File: config.mk
export PLATFORM = sky130hd
export DESIGN_NAME = compare_debounce_flat
export DESIGN_NICKNAME = d
export VERILOG_FILES = /design/src/rtl/compare_pkg.sv /design/src/rtl/compare_debounce_if.sv /design/src/rtl/compare_run_counter.sv /design/src/rtl/compare_debounce.sv /design/src/flat_wrapper.sv
export SDC_FILE = /design/constraint.sdc
export NUM_CORES = 1
export LEC_CHECK = 0
export ABC_AREA = 1
export BUFFER_PORTS_ARGS = -buffer_cell sky130_fd_sc_hd__buf_2
export CAP_MARGIN = 20
export CELL_PAD_IN_SITES_DETAIL_PLACEMENT = 1
export CELL_PAD_IN_SITES_GLOBAL_PLACEMENT = 2
export CORE_ASPECT_RATIO = 2
export CORE_MARGIN = 2
export CORE_UTILIZATION = 26
export DETAILED_ROUTE_END_ITERATION = 8
export PLACE_DENSITY = 0.84
export SYNTH_ARGS = -nofsm -noshare
export SYNTH_HDL_FRONTEND = slang
export SYNTH_SLANG_ARGS = --single-unit
File: constraint.sdc
create_clock -name clk -period 1.95 [get_ports clk]
set_clock_uncertainty 0.2 [all_clocks]
set_input_delay 0.0975 -clock clk [delete_from_list [all_inputs] [get_ports clk]]
set_output_delay 0.0975 -clock clk [all_outputs]
set_load 0.05 [all_outputs]
File: src/rtl/compare_pkg.sv
// Shared encodings for the comparator decision stage: result triple, FSM states,
// counter width and the one-hot legality check.
package compare_pkg;

  typedef logic [2:0] cmp_res_t;

  localparam cmp_res_t CMP_LESS    = 3'b100;
  localparam cmp_res_t CMP_EQUAL   = 3'b010;
  localparam cmp_res_t CMP_GREATER = 3'b001;

  localparam int CHANGE_CNT_W = 8;

  typedef enum logic {
    UNLOCKED = 1'b0,
    LOCKED   = 1'b1
  } lock_state_t;

  // A comparator result is legal only when exactly one flag is set.
  function automatic logic is_onehot(input cmp_res_t res);
    return (res == CMP_LESS) || (res == CMP_EQUAL) || (res == CMP_GREATER);
  endfunction

endpackage

File: src/rtl/compare_debounce_if.sv
// Comparator flag inputs and debounced decision outputs of compare_debounce.
// The master side drives the flags; the slave side is the debounce stage.
interface compare_debounce_if;
  import compare_pkg::*;

  logic                    in_valid;
  logic                    a_less_b;
  logic                    a_equal_b;
  logic                    a_greater_b;
  logic                    stable_valid;
  logic                    stable_less;
  logic                    stable_equal;
  logic                    stable_greater;
  logic                    change_pulse;
  logic [CHANGE_CNT_W-1:0] change_count;
  logic                    err_flag;

  modport master (
    output in_valid, a_less_b, a_equal_b, a_greater_b,
    input  stable_valid, stable_less, stable_equal, stable_greater,
    input  change_pulse, change_count, err_flag
  );

  modport slave (
    input  in_valid, a_less_b, a_equal_b, a_greater_b,
    output stable_valid, stable_less, stable_equal, stable_greater,
    output change_pulse, change_count, err_flag
  );

endinterface

File: src/rtl/compare_run_counter.sv
// Candidate register and saturating run-length counter; reached_o strobes on the
// legal sample whose post-update run length first equals STABLE_COUNT.
module compare_run_counter
  import compare_pkg::*;
#(
  parameter int unsigned STABLE_COUNT = 4
) (
  input  logic     clk,
  input  logic     reset,
  input  logic     sample_vld_i,
  input  cmp_res_t sample_i,
  output cmp_res_t cand_next_o,
  output logic     reached_o,
  output logic     illegal_o
);

  localparam logic [3:0] RUN_TARGET = 4'(STABLE_COUNT);
  localparam logic [3:0] RUN_MAX    = 4'd15;

  cmp_res_t   cand_q, cand_d;
  logic [3:0] run_q, run_d;
  logic       legal_s;
  logic       match_s;
  logic       sat_hold_s;

  // Next candidate/run length; a saturated run holds and must not re-trigger.
  always_comb begin
    cand_d     = cand_q;
    run_d      = run_q;
    sat_hold_s = 1'b0;
    legal_s    = sample_vld_i && is_onehot(sample_i);
    match_s    = (sample_i == cand_q) && (run_q != 4'd0);
    if (sample_vld_i) begin
      if (!is_onehot(sample_i)) begin
        run_d = 4'd0;
      end else if (match_s) begin
        if (run_q == RUN_MAX) begin
          sat_hold_s = 1'b1;
        end else begin
          run_d = run_q + 4'd1;
        end
      end else begin
        cand_d = sample_i;
        run_d  = 4'd1;
      end
    end else begin
      run_d = run_q;
    end
  end

  // Candidate and run-length registers.
  always_ff @(posedge clk) begin
    if (reset) begin
      cand_q <= 3'b000;
      run_q  <= 4'd0;
    end else begin
      cand_q <= cand_d;
      run_q  <= run_d;
    end
  end

  assign cand_next_o = cand_d;
  assign reached_o   = legal_s && !sat_hold_s && (run_d == RUN_TARGET);
  assign illegal_o   = sample_vld_i && !is_onehot(sample_i);

endmodule

File: src/rtl/compare_debounce.sv
// Debounced decision stage behind the 2-bit magnitude comparator.
// Define COMPARE_DEBOUNCE_ERR_EN to build the sticky non-one-hot err_flag.
module compare_debounce
  import compare_pkg::*;
#(
  parameter int unsigned STABLE_COUNT = 4
) (
  input  logic                clk,
  input  logic                reset,
  compare_debounce_if.slave   bus
);

  localparam logic [CHANGE_CNT_W-1:0] CNT_MAX = {CHANGE_CNT_W{1'b1}};

  cmp_res_t                sample_s;
  cmp_res_t                cand_next_s;
  logic                    reached_s;
  logic                    illegal_s;

  lock_state_t             state_q, state_d;
  cmp_res_t                stable_q, stable_d;
  logic                    valid_q, valid_d;
  logic                    pulse_q, pulse_d;
  logic [CHANGE_CNT_W-1:0] count_q, count_d;

  assign sample_s = {bus.a_less_b, bus.a_equal_b, bus.a_greater_b};

  compare_run_counter #(
    .STABLE_COUNT (STABLE_COUNT)
  ) u_run_counter (
    .clk          (clk),
    .reset        (reset),
    .sample_vld_i (bus.in_valid),
    .sample_i     (sample_s),
    .cand_next_o  (cand_next_s),
    .reached_o    (reached_s),
    .illegal_o    (illegal_s)
  );

  // Lock/change decision; a reached run only counts if it differs from the held value.
  always_comb begin
    state_d  = state_q;
    stable_d = stable_q;
    pulse_d  = 1'b0;
    count_d  = count_q;
    case (state_q)
      UNLOCKED: begin
        if (reached_s) begin
          state_d  = LOCKED;
          stable_d = cand_next_s;
          pulse_d  = 1'b1;
        end else begin
          state_d = UNLOCKED;
        end
      end
      LOCKED: begin
        if (reached_s && (cand_next_s != stable_q)) begin
          stable_d = cand_next_s;
          pulse_d  = 1'b1;
        end else begin
          stable_d = stable_q;
        end
      end
      default: begin
        state_d  = UNLOCKED;
        stable_d = 3'b000;
      end
    endcase
    if (pulse_d && (count_q != CNT_MAX)) begin
      count_d = count_q + 8'd1;
    end else begin
      count_d = count_q;
    end
    valid_d = (state_d == LOCKED);
  end

  // FSM and output registers.
  always_ff @(posedge clk) begin
    if (reset) begin
      state_q  <= UNLOCKED;
      stable_q <= 3'b000;
      valid_q  <= 1'b0;
      pulse_q  <= 1'b0;
      count_q  <= 8'd0;
    end else begin
      state_q  <= state_d;
      stable_q <= stable_d;
      valid_q  <= valid_d;
      pulse_q  <= pulse_d;
      count_q  <= count_d;
    end
  end

  assign bus.stable_valid   = valid_q;
  assign bus.stable_less    = stable_q[2];
  assign bus.stable_equal   = stable_q[1];
  assign bus.stable_greater = stable_q[0];
  assign bus.change_pulse   = pulse_q;
  assign bus.change_count   = count_q;

`ifdef COMPARE_DEBOUNCE_ERR_EN
  logic err_q, err_d;

  always_comb begin
    err_d = err_q | illegal_s;
  end

  // Sticky error flag, cleared only by reset.
  always_ff @(posedge clk) begin
    if (reset) begin
      err_q <= 1'b0;
    end else begin
      err_q <= err_d;
    end
  end

  assign bus.err_flag = err_q;
`else
  logic unused_illegal_s;
  assign unused_illegal_s = illegal_s;
  assign bus.err_flag     = 1'b0;
`endif

endmodule

File: src/flat_wrapper.sv
// flat-port wrapper written by rule: the top's interface ports become plain ports
module compare_debounce_flat import compare_pkg::*;
#(
  parameter int unsigned STABLE_COUNT = 4
)
  (clk, reset, bus_in_valid, bus_a_less_b, bus_a_equal_b, bus_a_greater_b, bus_stable_valid, bus_stable_less, bus_stable_equal, bus_stable_greater, bus_change_pulse, bus_change_count, bus_err_flag);
  compare_debounce_if bus_i ();
  input  logic clk;
  input  logic reset;
  input wire logic [$bits(bus_i.in_valid)-1:0] bus_in_valid;
  input wire logic [$bits(bus_i.a_less_b)-1:0] bus_a_less_b;
  input wire logic [$bits(bus_i.a_equal_b)-1:0] bus_a_equal_b;
  input wire logic [$bits(bus_i.a_greater_b)-1:0] bus_a_greater_b;
  output wire logic [$bits(bus_i.stable_valid)-1:0] bus_stable_valid;
  output wire logic [$bits(bus_i.stable_less)-1:0] bus_stable_less;
  output wire logic [$bits(bus_i.stable_equal)-1:0] bus_stable_equal;
  output wire logic [$bits(bus_i.stable_greater)-1:0] bus_stable_greater;
  output wire logic [$bits(bus_i.change_pulse)-1:0] bus_change_pulse;
  output wire logic [$bits(bus_i.change_count)-1:0] bus_change_count;
  output wire logic [$bits(bus_i.err_flag)-1:0] bus_err_flag;
  assign bus_i.in_valid = bus_in_valid;
  assign bus_i.a_less_b = bus_a_less_b;
  assign bus_i.a_equal_b = bus_a_equal_b;
  assign bus_i.a_greater_b = bus_a_greater_b;
  assign bus_stable_valid = bus_i.stable_valid;
  assign bus_stable_less = bus_i.stable_less;
  assign bus_stable_equal = bus_i.stable_equal;
  assign bus_stable_greater = bus_i.stable_greater;
  assign bus_change_pulse = bus_i.change_pulse;
  assign bus_change_count = bus_i.change_count;
  assign bus_err_flag = bus_i.err_flag;
  compare_debounce #(.STABLE_COUNT(STABLE_COUNT)) u_core (.clk(clk), .reset(reset), .bus(bus_i));
endmodule
* Yosys cells after proc, flatten, opt, wreduce, memory -nomap -nowiden *
Cells that the tools add are included.

cells by class
  $add $sub $neg = 2
  equality and inequality tests = 10
  muxes and demuxes = 18
  bitwise gates (word level) = 1
  reduce and logical (&&, ||, !) cells = 11

operators with widths
  operator                                               count
  two-way mux 4 bit                                      4
  two-way mux 3 bit                                      5
  adder 8 x 1 -> 8 bit, second input constant            1
  inequality test 8 bit, second input constant           1
  two-way mux 1 bit                                      7
  logical AND 1 bit                                      6
  case mux 3 bit (2 select lines)                        1
  adder 4 x 1 -> 4 bit, second input constant            1
  == test 4 x 3 -> 1 bit, second input constant          1
  == test 4 bit, second input constant                   1
  nonzero test 4 bit                                     1
  == test 3 x 1 -> 1 bit, second input constant          1
  == test 3 x 2 -> 1 bit, second input constant          1
  == test 3 bit                                          1
  == test 3 bit, second input constant                   1
  inequality test 3 bit                                  1
  logical OR 1 bit                                       2
  inequality test 2 x 1 -> 1 bit, second input constant  1
  inequality test 2 bit, second input constant           1
  case mux 1 bit (2 select lines)                        1
  AND reduction 2 bit                                    1
  logical NOT 1 bit                                      1
  NOT 1 bit                                              1

storage, ports and cells
  flip-flop bits (word level) = 20
  input port bits = 6
  output and inout bits = 14
  logic and storage cells = 48

* Depth between registers and ports, before layout *
  depth in word-level cells = 12
  gate-level depth with buffers = 17
  mapped depth without buffers = 17

* Cells and area by module *
Synthesis repeated with hierarchy kept, for this count alone.

second synthesis, totals
  cell total of the unflattened synthesis = 205
  area, all modules = 1,366.3 µm²

modules (own cells, without submodules)
  module               instances  cells an instance  area an instance (µm²)  sequential area each (µm²)
  compare_debounce     1          113                763.2                   260.2
  compare_run_counter  1          92                 603.1                   140.1

* Worst setup path before layout *
No wires, ideal clock.

  path type = reg-to-reg
  from = register u_core.count_q[1] (netlist: u_core.bus.change_count[1])
  to = register u_core.count_q[0] (netlist: u_core.bus.change_count[0])
  setup time = 0.146 ns
  arrival time = 1.918 ns
  required time = 1.604 ns
  slack = -0.313 ns
  stages on the path, launching flop included = 11
  buffers on the path = 0
  clock period less this slack = 2.263 ns
  cell sequence = dfxtp_1 -> ha_1 -> inv_1 -> nor4_1 -> nand2_1 -> nor2_2 -> inv_1 -> nand3_2 -> nand2_1 -> nand2_1 -> a21oi_1

on the way
  longest elaborated chain between the ends = 2

RTL lines
  item                    RTL line                text
  start, declared         compare_debounce.sv:24  logic [CHANGE_CNT_W-1:0] count_q, count_d;
  start signal, assigned  compare_debounce.sv:90  count_q <= count_d;
  inequality test 8 bit   compare_debounce.sv:69  if (pulse_d && (count_q != CNT_MAX)) begin
  logical AND 1 bit       compare_debounce.sv:69

No other way between the ends.
A chain may end at the register's enable or synchronous reset.

* Worst setup path in the final report *
  from = register u_core.u_run_counter.run_q[1]
  to = register u_core.count_q[4] (netlist: u_core.bus.change_count[4])

on the way
  longest elaborated chain between the ends = 12
  elaborated cells between the ends (all ways) = 25
  those cells by class = add/sub (1); eq/ne (3); mux (14); reduce/logical (7)

RTL lines
  item                                                           RTL line                   text
  start, declared                                                compare_run_counter.sv:21  logic [3:0] run_q, run_d;
  start signal, assigned                                         compare_run_counter.sv:58  run_q <= run_d;
  branches (longest 10 deep; another with adder 4 x 1 -> 4 bit)  --
  case mux 1 bit (2 select lines) (*)                            compare_debounce.sv:46     case (state_q)
  logical AND 1 bit (*)                                          compare_debounce.sv:69

Every way passes the cells marked *.

==> flow_metrics.tcl <==
set metrics [dict create \
    crit_type "register to register" \
    report.final.slew_viol_count 0 \
    synth-edff-count 0 \
    synth_top_cells_by_area "sky130_fd_sc_hd__dfxtp_1, sky130_fd_sc_hd__nand2_1, sky130_fd_sc_hd__inv_1" \
    synth-seq-cells 20 \
    dr_wl_met2_um 2780 \
    drt_drc_violations_left 0 \
    reg2reg_depth 15 \
    placement.io_buffers 18 \
    dr.max_layer_used "met4" \
    cts_root_buffer "sky130_fd_sc_hd__clkbuf_8" \
    cts.reportedPaths.clkPinSlew_ns 0.08 \
    syn_area_per_cell_sq_um 6.09 \
    finish.instance_area_sq_um 2010 \
    postPlaceCellArea_sq_um 1700 \
    layout_common_cells "sky130_fd_sc_hd__nand2_1, sky130_fd_sc_hd__inv_1, sky130_fd_sc_hd__nor2_1" \
    drt_first_pass_iters 4 \
    clk-insertion-delay-late_ns 0.26 \
    drt_iter0_drc 10 \
    netlist_area_sq_um 1320 \
    cts_max_path_buffers 2 \
    die_boundary_height_um 105 \
    vdd_drop_max_mv 0.368 \
    synth_fp_nets 226 \
    post-route-period-util_pct 106 \
    core_area_sq_um 4860 \
    worst_hold_path.num_cells 4 \
    clock_sink_count 20 \
    detailroute.via_count 1532 \
    largest_net_degree_at_the_start_of_global_routing 12 \
    top_level_ports 20 \
    power_per_standard_cell_area_nw_per_um2 425 \
    rsz0062_at_grt "true" \
    drv.max_cap_violation_count 0 \
    viasPerCell 4.71 \
    failed_checks "negative setup slack" \
    synthDominantCellAreaShare_pct 30.3 \
    post-synth-top-area-cell "sky130_fd_sc_hd__dfxtp_1" \
    first_pass_grt_wire_length_um 6940 \
    worstSetupStartpointType "register" \
    numCtsBuffers 3 \
    antenna_left 0 \
    fin_hold_viols 0 \
    synthesis.yosys.warnings 0 \
    result_of_the_run "finished, violations left" \
    static-leakage-power_uw 0.000930 \
    final_common_cell "sky130_fd_sc_hd__nand2_1" \
    drive_gt1_share_pct 42.9 \
    cp_data_arrival_time_ns 2.02 \
    grt_usage_pct 16.6 \
    h-tree-depth 1 \
    flow.area_growth_from_synthesis_pct 52.1 \
    antenna_violations_before_repair 0 \
    antenna-diode-count 0 \
    wirelength_met1_um 1320 \
    min_period_ns 2.06 \
    num_rows 36 \
    post-route-worst-setup-slack_ns -0.111 \
    chipWidth_um 54.4 \
    postSynth.topFlopCell "sky130_fd_sc_hd__dfxtp_1" \
    crit_required_ns 1.90 \
    cts_tree "built" \
    initial_utilization_pct 27.2 \
    dp_hpwl_um 3320 \
    nNetsFinal 278 \
    post_synth_inst_count 217 \
    overflow_left_after_global_routing 0 \
    wl_um 4280 \
    fmaxAchievable_mhz 485 \
    met3RoutedLength_um 76 \
    holdCritPathClass "primary input to register" \
    asyncSetResetFlopFracSynth_pct 0 \
    critPathMaxFanout 5 \
    gp_congestion 0.778 \
    fin_setup_tns_ns -0.531 \
    setup_viol 10 \
    yosysSeqAreaShare_pct 30.3 \
    yosysUniqueCellTypes 27 \
    fp.dieArea_sq_um 5710 \
    post_drt_wl_per_cell_um 13.2 \
    timing.critical_path.to_type "register" \
    first_global_vias 1594 \
]
## layout make-up
class | instances | area [sq um]
Fill cell | 646 | 2850
Tap cell | 57 | 71.3
Clock buffer | 3 | 41.3
Timing Repair Buffer | 49 | 334
Inverter | 41 | 164
Multi-Input combinational cell | 154 | 976
Clock inverter | 1 | 3.75
Sequential cell | 20 | 422
## worst paths after layout
path / from / slack (ns) / endpoint
worst min-delay path: reset / 0.04 / u_core.stable_q[0]
worst max-delay path: u_core.u_run_counter.run_q[1] / -0.11 / u_core.bus.change_count[4]
worst min register to register: u_core.bus.change_count[0] / 0.24 / u_core.bus.change_count[0]
worst max register to register: u_core.u_run_counter.run_q[1] / -0.11 / u_core.bus.change_count[4]
## layer usage
layer,track usage (%),up-vias
met3,1.00,7
li1,-,767
met5,0,-
met2,34.7,16
met4,6.43,0
met1,14.0,742
## cell usage after synthesis, drive strengths merged (2+ instances only)
cell	n
nand4	7
inv	40
nor2	42
a21oi	7
nor3	4
nand2	65
dfxtp	20
o21ai	7
nand3	12
ha	3
clkbuf	2
## power by group
part           total (uW)  internal, uW  switching (uW)  leakage (uW)
registers             413           409            4.50      0.000167
clock network         283           140             143     0.0000231
logic                 159          65.9            93.6      0.000739
total                 856           615             241      0.000930
## kinds of logic (layout without fill, tap and decap cells)
group	Yosys count	in the layout	synth area share, %
buffers and inverters	44	94	12.8
AO/OA/AOI/OAI	18	18	8.04
adder cells (fa/ha/maj)	3	3	2.84
other	1	1	0.284
flip-flops	20	20	30.3
AND/OR/NAND/NOR	131	132	45.8
## registers in the layout (all words and copies together) (netlist names)
signal and count:
u_core.bus.change_count 8, u_core.u_run_counter.run_q 4, u_core.stable_q 3, u_core.u_run_counter.cand_q 3, u_core.bus.change_pulse 1, u_core.state_q 1
## worst max-delay path, stage by stage, from the launching register on
cell	delay, ns
sky130_fd_sc_hd__dfxtp_4	0.37
sky130_fd_sc_hd__ha_4	0.17
sky130_fd_sc_hd__nand2_4	0.08
sky130_fd_sc_hd__inv_6	0.05
sky130_fd_sc_hd__o21ai_2	0.10
sky130_fd_sc_hd__o21ai_1	0.09
sky130_fd_sc_hd__nand2_1	0.12
sky130_fd_sc_hd__nand2_2	0.09
sky130_fd_sc_hd__inv_2	0.09
sky130_fd_sc_hd__nand2_4	0.07
sky130_fd_sc_hd__nor2_8	0.16
sky130_fd_sc_hd__nand2_2	0.08
sky130_fd_sc_hd__nor2_4	0.13
sky130_fd_sc_hd__nand2_1	0.07
sky130_fd_sc_hd__nand2_1	0.05
sky130_fd_sc_hd__nor2_1	0.04
## timing repair
item                                    in CTS  in global routing
endpoints found under the setup margin      12                 12
hold buffers                                 3                  0
gates resized for setup                     34                 25
pin swaps                                   23                  6
gates cloned                                 1                  0
hold endpoints to repair                     8                  0
buffers inserted                             2                  2
## stage by stage
stage	setup slack, ns	hold slack (ns)	std cells	total power [uW]	utilization (%)
final	-0.111	0.0399	325	856	41.4
after global routing	-0.264	0.0255	325	906	41.4
after CTS	-0.0777	0.0256	323	861	39.0
after detailed placement	-0.275	0.237	313	557	34.9
after global placement	-0.261	0.230	313	554	34.9
after floorplan	-0.00265	0.166	217	506	-
Power figures use the tool's default switching activity.
